`config.mk`:
```
export PLATFORM = sky130hd
export DESIGN_NAME = coreahblsram_sram_ctrl
export DESIGN_NICKNAME = d
export VERILOG_FILES = /design/src/rtl/coreahblsram_pkg.sv /design/src/rtl/coreahblsram_be_decode.sv /design/src/rtl/coreahblsram_sram_ctrl.sv
export SDC_FILE = /design/constraint.sdc
export NUM_CORES = 1
export LEC_CHECK = 0
export CORE_MARGIN = 2
export CORE_UTILIZATION = 35
export DETAILED_ROUTE_END_ITERATION = 10
export PLACE_DENSITY = 0.72
export SLEW_MARGIN = 40
export SYNTH_ARGS = -nofsm -noshare
export SYNTH_HDL_FRONTEND = slang
export SYNTH_SLANG_ARGS = --single-unit
export TNS_END_PERCENT = 100
```
`constraint.sdc`:
```
create_clock -name HCLK -period 1.8 [get_ports HCLK]
set_input_delay 0.45 -clock HCLK [delete_from_list [all_inputs] [get_ports HCLK]]
set_output_delay 0.45 -clock HCLK [all_outputs]
set_load 0.03 [all_outputs]
```
`src/rtl/coreahblsram_pkg.sv`:
```
// Shared encodings for the AHB-Lite SRAM controller slice: HSIZE codes, FSM states
// and the legal window for RAM read latency.
package coreahblsram_pkg;

    localparam logic [2:0] SZ_BYTE = 3'b000;
    localparam logic [2:0] SZ_HALF = 3'b001;
    localparam logic [2:0] SZ_WORD = 3'b010;

    localparam logic [1:0] ST_IDLE  = 2'd0;
    localparam logic [1:0] ST_WRITE = 2'd1;
    localparam logic [1:0] ST_READ  = 2'd2;
    localparam logic [1:0] ST_RESP  = 2'd3;

    // The 2-bit latency counter bounds the read latency to this window.
    localparam int RD_LAT_MIN = 1;
    localparam int RD_LAT_MAX = 3;

endpackage

```
`src/rtl/coreahblsram_be_decode.sv`:
```
// Byte-enable decode: HSIZE + byte address low bits -> 4 lane enables, purely combinational.
// Unsupported sizes decode to no lanes; no flow control.
module coreahblsram_be_decode
    import coreahblsram_pkg::*;
(
    input  logic [2:0] i_size,
    input  logic [1:0] i_addr_lo,
    output logic [3:0] o_be
);

    always_comb begin
        o_be = 4'b0000;
        case (i_size)
            SZ_BYTE: o_be = 4'b0001 << i_addr_lo;
            SZ_HALF: o_be = i_addr_lo[1] ? 4'b1100 : 4'b0011;
            SZ_WORD: o_be = 4'b1111;
            default: o_be = 4'b0000;
        endcase
    end

endmodule

```
`src/rtl/coreahblsram_sram_ctrl.sv`:
```
// SRAM-side controller: turns AHB-stage request pulses into LSRAM strobes; write ack 1 cycle
// after req, read ack 2+RD_LATENCY cycles after req. Requests arriving while busy are dropped with err_drop.
module coreahblsram_sram_ctrl
    import coreahblsram_pkg::*;
#(
    parameter int MEM_AWIDTH = 19,
    parameter int RD_LATENCY = 1
) (
    input  logic                  HCLK,
    input  logic                  HRESETN,
    input  logic                  ahbsram_req,
    input  logic                  ahbsram_write,
    input  logic [2:0]            ahbsram_size,
    input  logic [MEM_AWIDTH-1:0] ahbsram_addr,
    input  logic [31:0]           ahbsram_wdata,
    output logic                  sramahb_ack,
    output logic [31:0]           sramahb_rdata,
    output logic [MEM_AWIDTH-3:0] ram_addr,
    output logic                  ram_wen,
    output logic                  ram_ren,
    output logic [3:0]            ram_be,
    output logic [31:0]           ram_wdata,
    input  logic [31:0]           ram_rdata,
    output logic                  err_drop
);

    localparam logic [1:0] LAT = RD_LATENCY[1:0];

    logic [1:0]            r_state;
    logic [1:0]            r_cnt;
    logic [MEM_AWIDTH-3:0] r_addr;
    logic [3:0]            r_be;
    logic [31:0]           r_wdata;
    logic [31:0]           r_rdata;

    logic [3:0] w_be;
    logic [3:0] w_be_cap;
    logic       w_idle;
    logic       w_rd_done;

    coreahblsram_be_decode u_be_decode (
        .i_size    (ahbsram_size),
        .i_addr_lo (ahbsram_addr[1:0]),
        .o_be      (w_be)
    );

    // Reads of an unsupported size still fetch the whole word.
    assign w_be_cap  = (!ahbsram_write && (w_be == 4'b0000)) ? 4'b1111 : w_be;
    assign w_idle    = (r_state == ST_IDLE);
    assign w_rd_done = (r_state == ST_READ) && (r_cnt == LAT);

    always_ff @(posedge HCLK or negedge HRESETN) begin
        if (!HRESETN) begin
            r_state <= ST_IDLE;
            r_cnt   <= 2'd0;
            r_addr  <= '0;
            r_be    <= 4'b0000;
            r_wdata <= 32'h0;
            r_rdata <= 32'h0;
        end else begin
            case (r_state)
                ST_IDLE: begin
                    if (ahbsram_req) begin
                        r_state <= ahbsram_write ? ST_WRITE : ST_READ;
                        r_cnt   <= 2'd0;
                        r_addr  <= ahbsram_addr[MEM_AWIDTH-1:2];
                        r_be    <= w_be_cap;
                        r_wdata <= ahbsram_wdata;
                    end
                end
                ST_WRITE: r_state <= ST_IDLE;
                ST_READ: begin
                    // r_cnt counts cycles since the ram_ren cycle; data lands when it reaches LAT.
                    if (w_rd_done) begin
                        r_rdata <= ram_rdata;
                        r_state <= ST_RESP;
                    end else begin
                        r_cnt <= r_cnt + 2'd1;
                    end
                end
                ST_RESP: r_state <= ST_IDLE;
                default: r_state <= ST_IDLE;
            endcase
        end
    end

    assign sramahb_ack   = (r_state == ST_WRITE) || (r_state == ST_RESP);
    assign sramahb_rdata = r_rdata;
    assign ram_addr      = r_addr;
    assign ram_be        = r_be;
    assign ram_wdata     = r_wdata;
    assign ram_wen       = (r_state == ST_WRITE) && (r_be != 4'b0000);
    assign ram_ren       = (r_state == ST_READ) && (r_cnt == 2'd0);
    assign err_drop      = ahbsram_req && !w_idle;

endmodule

```
==> results.yml, run 1 <==
final_layout:
  design.final.nets: 506
  layoutNonFillerInstCount: 552
  antennaDiodeCount: 0
  proportion_of_layout_cells_with_a_drive_suffix_above_1_pct: 30.8
  syn_to_final_growth_pct: 58.7
setup_path:
  cp_data_arrival_time_ns: 1.35
  cp_cell_sequence: "buf_4 -> nor3b_2 -> buf_4"
  cp_max_fo: 12
  critical_path.slowest_cell: "dfrtp_1"
  cp_common_cell: "buf_4"
  worst_setup_path_end_kind: "output pin"
  timing.critical_path.required_ns: 1.35
  timing.critical_path.from_type: "register"
  criticalPathCategory: "reg2out"
  cp_slowest_stage_delay_ns: 0.40
clocking:
  cts.reportedPaths.clkPinSlew_ns: 0.10
  clock_sinks: 89
  hold_buffers: 0
  cts_htree_levels: 3
  clockRootBuffer: "clkbuf_8"
  clock_path_buffers: 2
  insertion_delay_ns: 0.35
  tritoncts: "built"
  cts_inserted_buffers: 9
synth:
  synth.net_count: 313
  postSynthCellCount: 221
  postSynthAreaPerCell_sq_um: 16.1
  synth_area_sq_um: 3550
  async_reset_ff_share_pct: 100
  ys.flop_type: "dfrtp_1"
  ys.warnings.count: 0
  yosysSeqAreaShare_pct: 62.7
  yosysUniqueCellTypes: 24
  synth-seq-cells: 89
  post_synth_edffs: 0
global_route:
  grt-ovfl-total: 0
  grt_usage_pct: 15.9
  grt_pass1_wl_um: 13800
  grt_pass1_vias: 2704
  initial_antenna_violation_count: 0
  maximum_number_of_pins_on_one_net_before_global_route_repair: 50
sta:
  final.setup_skew_ns: 0.0154
  setup_ws_ns: -0.00208
  setup_tns_ns: -0.00208
  slew_viol_final: 0
  maximum_frequency_from_static_timing_analysis_ghz: 0.555
  timing.final.setup_violations: 1
  slew_at_the_pin_closest_to_its_max_slew_limit_ns: 0.442
  unrepaired_setup_endpoints_after_global_routing: "true"
  min_period_over_period_pct: 100
  report.final.hold_viol_count: 0
  post-route-min-period_ns: 1.80
  slew_headroom_pct: 70.5
power_and_ir_drop:
  power.leakage_nw: 2.50
  power_density_nw_per_um2: 1900
  vdd.ir_drop.worst_v: 0.000868
floorplanning:
  fp-row-count: 36
  effective_utilization_at_floorplan_pct: 36.1
  area_of_the_die_sq_um: 11000
  die_w_um: 105
  height_of_the_die_um: 105
  ios: 179
  floorplan_core_area_sq_um: 9820
routing:
  antenna_nets_post_route: 0
  wirelength_um: 8480
  dr_total_vias: 2507
  route.detailed.drc: 0
  drt_iter0_markers: 82
  route.detailed.vias_per_inst: 4.54
  drt_first_pass_iters: 3
  route.detailed.wl_per_inst_um: 15.4
place:
  globalplace.congestion: 0.704
  place.port_buffers: 178
  dpl.cell_count: 528
  dp_hpwl_um: 6170
outcome:
  status: "finished with violations"
  violations: "negative setup slack"
min_path:
  holdCritPathClass: "in2async"
run:
  drv.max_cap_violation_count: 0
-- where the power goes --
| group | switching [mW] | internal (mW) |
|---|---|---|
| combinational | 3.42 | 2.51 |
| clock | 0.707 | 0.542 |
| sequential | 0.498 | 3.03 |
| total | 4.62 | 6.08 |
-- cell type report --
class                           instances  area [sq um]
Sequential cell                        89          2230
Clock buffer                           10           138
Fill cell                             903          4190
Multi-Input combinational cell        118          1230
Inverter                                3          11.3
Clock inverter                          6          43.8
Tap cell                              133           166
Timing Repair Buffer                  193          1810
-- repair_timing --
action | CTS | global route
pin swaps | 0 | 1
setup buffers | 4 | 3
cloned | 0 | 1
setup endpoints to repair | 89 | 14
resized for setup | 89 | 11
-- per-layer routing --
| layer | track usage (%) | part of all wire (%) | wire length, um |
|---|---|---|---|
| met1 | 18.8 | 42 | 3520 |
| met2 | 27.5 | 51 | 4300 |
| met3 | 5.61 | 6.2 | 526 |
| met4 | 3.90 | 1.6 | 132 |
| met5 | 0 | 0 | 0 |
-- Yosys cell counts (2+ instances only) --
cell / number / area [sq um]
a211oi_1: 4 / 30.0
a21oi_1: 2 / 10.0
a22o_1: 3 / 26.3
buf_6: 6 / 67.6
clkbuf_8: 3 / 41.3
dfrtp_1: 89 / 2230
ha_1: 2 / 25.0
inv_1: 3 / 11.3
mux2_2: 82 / 923
nand2_1: 3 / 11.3
nand2b_1: 2 / 12.5
nor2_1: 6 / 22.5
nor3b_2: 2 / 25.0
nor4_1: 2 / 12.5
o21ai_0: 2 / 10.0
o21bai_1: 2 / 15.0
-- metrics by stage --
stage	hold WS, ns	total power, mW	utilization, %	setup slack (ns)	area [sq um]
after floorplan	0.154	7.47	-	0.274	3550
after global placement	0.429	9.91	55.5	-0.172	5450
after detailed placement	0.427	10.1	55.5	-0.248	5450
after CTS	0.0340	10.7	56.6	-0.0324	5560
after global routing	0.0361	11.3	57.4	-0.100	5630
final	0.0335	10.7	57.4	-0.00208	5630
-- kinds of logic after synthesis --
kind of cell             after synthesis  synth area share (%)
AO/OA/AOI/OAI                         14                  2.78
adder cells (fa/ha/maj)                2                 0.705
buffers and inverters                 15                  4.19
flip-flops                            89                  62.7
multiplexers                          82                  26.0
AND/OR/NAND/NOR                       19                  3.56
-- placed cells by master, fill, tap and decap left out, types with 3 or more instances in the layout --
master and n:
a211oi_1 4, a22o_1 3, buf_4 16, buf_6 3
clkbuf_8 10, clkdlybuf4s50_1 87, clkinv_4 3, dfrtp_1 88
dlygate4sd2_1 84, mux2_2 82, nand2_1 3, nor2_1 6
-- critical path, delay by kind of cell (launching register included) --
| kind | cells | cell delay [ns] |
|---|---|---|
| and+or+nand+nor | 1 | 0.21 |
| DFF | 1 | 0.40 |
| buffers and inverters | 2 | 0.39 |
-- registers in the layout, indices dropped and copies added (netlist names) --
signal         count
ram_be             4
ram_addr          17
ram_wdata         32
r_state            2
r_cnt              2
sramahb_rdata     32
-- final timing paths --
kind,slack [ns],cells after the start,to,start
max in group asynchronous,1.18,2,ram_addr[2]$_DFFE_PN0P_,HRESETN
worst min-delay path,0.03,1,ram_addr[9]$_DFFE_PN0P_,HRESETN
worst max register to register,0.11,4,ram_wdata[22]$_DFFE_PN0P_,r_state[0]$_DFFE_PN0P_
worst min register to register,0.50,1,ram_wdata[3]$_DFFE_PN0P_,ram_wdata[3]$_DFFE_PN0P_
min in group HCLK,0.50,1,ram_wdata[3]$_DFFE_PN0P_,ram_wdata[3]$_DFFE_PN0P_
worst max-delay path,-0.002,3,ram_wen,r_state[1]$_DFFE_PN0P_
Power figures use the tool's default switching activity.
==> run 2: changes to the inputs <==
--- a/config.mk
+++ b/config.mk
@@ -6,9 +6,9 @@
 export NUM_CORES = 1
 export LEC_CHECK = 0
 export CORE_MARGIN = 2
-export CORE_UTILIZATION = 35
+export CORE_UTILIZATION = 40
 export DETAILED_ROUTE_END_ITERATION = 10
-export PLACE_DENSITY = 0.72
+export PLACE_DENSITY = 0.8
 export SLEW_MARGIN = 40
 export SYNTH_ARGS = -nofsm -noshare
 export SYNTH_HDL_FRONTEND = slang
==> results.yml, run 2 (synthesis gave the netlist of run 1 again) <==
clocking:
  cts_inserted_buffers: 9
  tritoncts: "built"
  clock_path_buffers: 2
  cts_htree_levels: 3
  insertion_delay_ns: 0.35
  clockRootBuffer: "clkbuf_8"
  cts.reportedPaths.clkPinSlew_ns: 0.09
  clock_sinks: 89
sta:
  slew_viol_final: 0
  slew_at_the_pin_closest_to_its_max_slew_limit_ns: 0.473
  slew_headroom_pct: 68.5
  timing.final.setup_violations: 1
  min_period_over_period_pct: 100
  report.final.hold_viol_count: 0
  final.setup_skew_ns: 0.0168
  setup_ws_ns: -0.00144
  maximum_frequency_from_static_timing_analysis_ghz: 0.555
  unrepaired_setup_endpoints_after_global_routing: "true"
  post-route-min-period_ns: 1.80
setup_path:
  timing.critical_path.required_ns: 1.35
  r2r_slack_ns: 0.07
  cp_cell_sequence: "nor4_4 -> nor3b_2 -> buf_4"
  critical_path.reg2reg.startpoint: "r_cnt[0]$_DFFE_PN0P_"
  startpoint: "ram_be[2]$_DFFE_PN0P_"
  cp_data_arrival_time_ns: 1.35
  r2r_cells: 4
  worst_setup_path_end_kind: "output pin"
  critical_path.slowest_cell: "dfrtp_1"
  timing.critical_path.from_type: "register"
  critical_path.reg2reg.endpoint: "sramahb_rdata[9]$_DFFE_PN0P_"
  criticalPathCategory: "reg2out"
  cp_slowest_stage_delay_ns: 0.44
  cp_max_fo: 3
global_route:
  grt_pass1_wl_um: 13500
  maximum_number_of_pins_on_one_net_before_global_route_repair: 51
  grt_usage_pct: 17.7
  initial_antenna_violation_count: 0
  grt_pass1_vias: 2753
  grt-ovfl-total: 0
floorplanning:
  floorplan_core_area_sq_um: 8680
  area_of_the_die_sq_um: 9640
  fp-row-count: 34
  ios: 179
  die_w_um: 98.2
  height_of_the_die_um: 98.2
  effective_utilization_at_floorplan_pct: 40.9
place:
  dpl.cell_count: 503
  place.port_buffers: 178
  post-place-ws_ns: -0.211
  globalplace.congestion: 0.780
  dp_hpwl_um: 6280
min_path:
  holdPathEnd: "ram_addr[5]$_DFFE_PN0P_"
  holdCritStartpoint: "ram_addr[5]$_DFFE_PN0P_"
  holdCritPathClass: "reg2reg"
  worstHoldPathCells: 1
outcome:
  status: "finished with violations"
  violations: "negative setup slack"
final_layout:
  layoutNonFillerInstCount: 524
  design.final.nets: 503
  proportion_of_layout_cells_with_a_drive_suffix_above_1_pct: 29.3
  commonest_cells_after_routing_fill_and_taps_aside: "87 x clkdlybuf4s50_1, 87 x dfrtp_1, 86 x dlygate4sd2_1, 82 x mux2_2"
  ff_latch_area_sq_um: 2230
  n_fill_cell: 720
  area_occupied_by_multi_input_gates_sq_um: 1200
  antennaDiodeCount: 0
  syn_to_final_growth_pct: 57.6
routing:
  antenna_nets_post_route: 0
  route.detailed.wl_per_inst_um: 16.2
  dr_total_vias: 2539
  drt_first_pass_iters: 4
  wirelength_um: 8500
  route.detailed.drc: 0
  drt_iter0_markers: 37
  route.detailed.vias_per_inst: 4.85
run:
  drv.max_cap_violation_count: 0
power_and_ir_drop:
  power.sequential.fraction_pct: 33.3
  power.leakage_nw: 2.49
  comb_power_share_pct: 53.7
  power_frac_clock_pct: 13.0
  vdd.ir_drop.worst_v: 0.00120
  netSwitchingPower_mw: 4.58
  power_density_nw_per_um2: 1920
  switching_portion_of_total_power_pct: 42.7
  internal_power_mw: 6.15
==> run 2: layout make-up <==
class                   instances  area share (%)
flip-flops and latches         89            39.9
repair buffers                191            32.5
multi-input cells             117            21.4
clock buffers                  10            2.46
well taps                     108            2.42
clock inverters                 6            1.16
inverters                       3           0.201
==> run 2: worst max path at each step <==
| stage | to | slack [ns] | cells past startpoint |
|---|---|---|---|
| global placement | ram_be[0]$_DFFE_PN0P_ | -0.17 | 6 |
| floorplan | ram_wen | 0.27 | 2 |
| global route | ram_wen | -0.08 | 3 |
| detailed placement | ram_be[1]$_DFFE_PN0P_ | -0.21 | 6 |
| finish | ram_wen | -0.001 | 3 |
| CTS | ram_wen | -0.02 | 3 |
==> run 2: what timing repair did <==
action	CTS	global route
buffers inserted	2	2
pin swaps	0	1
endpoints found under the setup margin	88	35
gates resized for setup	90	5
endpoints found under the hold margin	13	0
hold buffers	1	0
==> run 2: power by group through the flow <==
stage	clock [mW]	combinational, mW	sequential (mW)
3_3_place_gp	0	6.32	3.58
2_1_floorplan	0	1.94	5.54
6_report	1.40	5.76	3.57
5_1_grt	1.52	6.07	3.72
4_1_cts	1.44	5.79	3.58
3_5_place_dp	0	6.44	3.64
==> run 2: critical path: cells and delay by family (launching register included) <==
family	cells	cell delay (ns)
and+or+nand+nor	2	0.41
DFF	1	0.44
buffers and inverters	1	0.17
==> run 2: stage by stage <==
stage | hold WS [ns] | area (sq um) | power, mW | TNS (ns) | utilization, %
floorplan | 0.154 | 3550 | 7.47 | 0 | -
global placement | 0.326 | 5430 | 9.90 | -8.09 | 62.5
detailed placement | 0.332 | 5430 | 10.1 | -9.63 | 62.5
CTS | 0.498 | 5570 | 10.8 | -0.0200 | 64.1
global route | 0.509 | 5590 | 11.3 | -1.47 | 64.5
finish | 0.503 | 5590 | 10.7 | -0.00144 | 64.5
==> run 2: routing by layer <==
metal | global-route usage, % | wire, um | part of all wire, % | vias to the layer above
li1 | - | - | - | 1158
met1 | 20.9 | 3330 | 39 | 1250
met2 | 30.7 | 4350 | 51 | 109
met3 | 4.58 | 586 | 6.9 | 22
met4 | 7.27 | 238 | 2.8 | 0
met5 | 0 | 0 | 0 | -
==> run 3: changes to the inputs <==
--- a/config.mk
+++ b/config.mk
@@ -8,6 +8,7 @@
 export CORE_MARGIN = 2
 export CORE_UTILIZATION = 40
 export DETAILED_ROUTE_END_ITERATION = 10
+export GPL_ROUTABILITY_DRIVEN = 0
 export PLACE_DENSITY = 0.8
 export SLEW_MARGIN = 40
 export SYNTH_ARGS = -nofsm -noshare
==> results of run 3 <==
Final layout, timing and power as in run 2 (identical DEF).
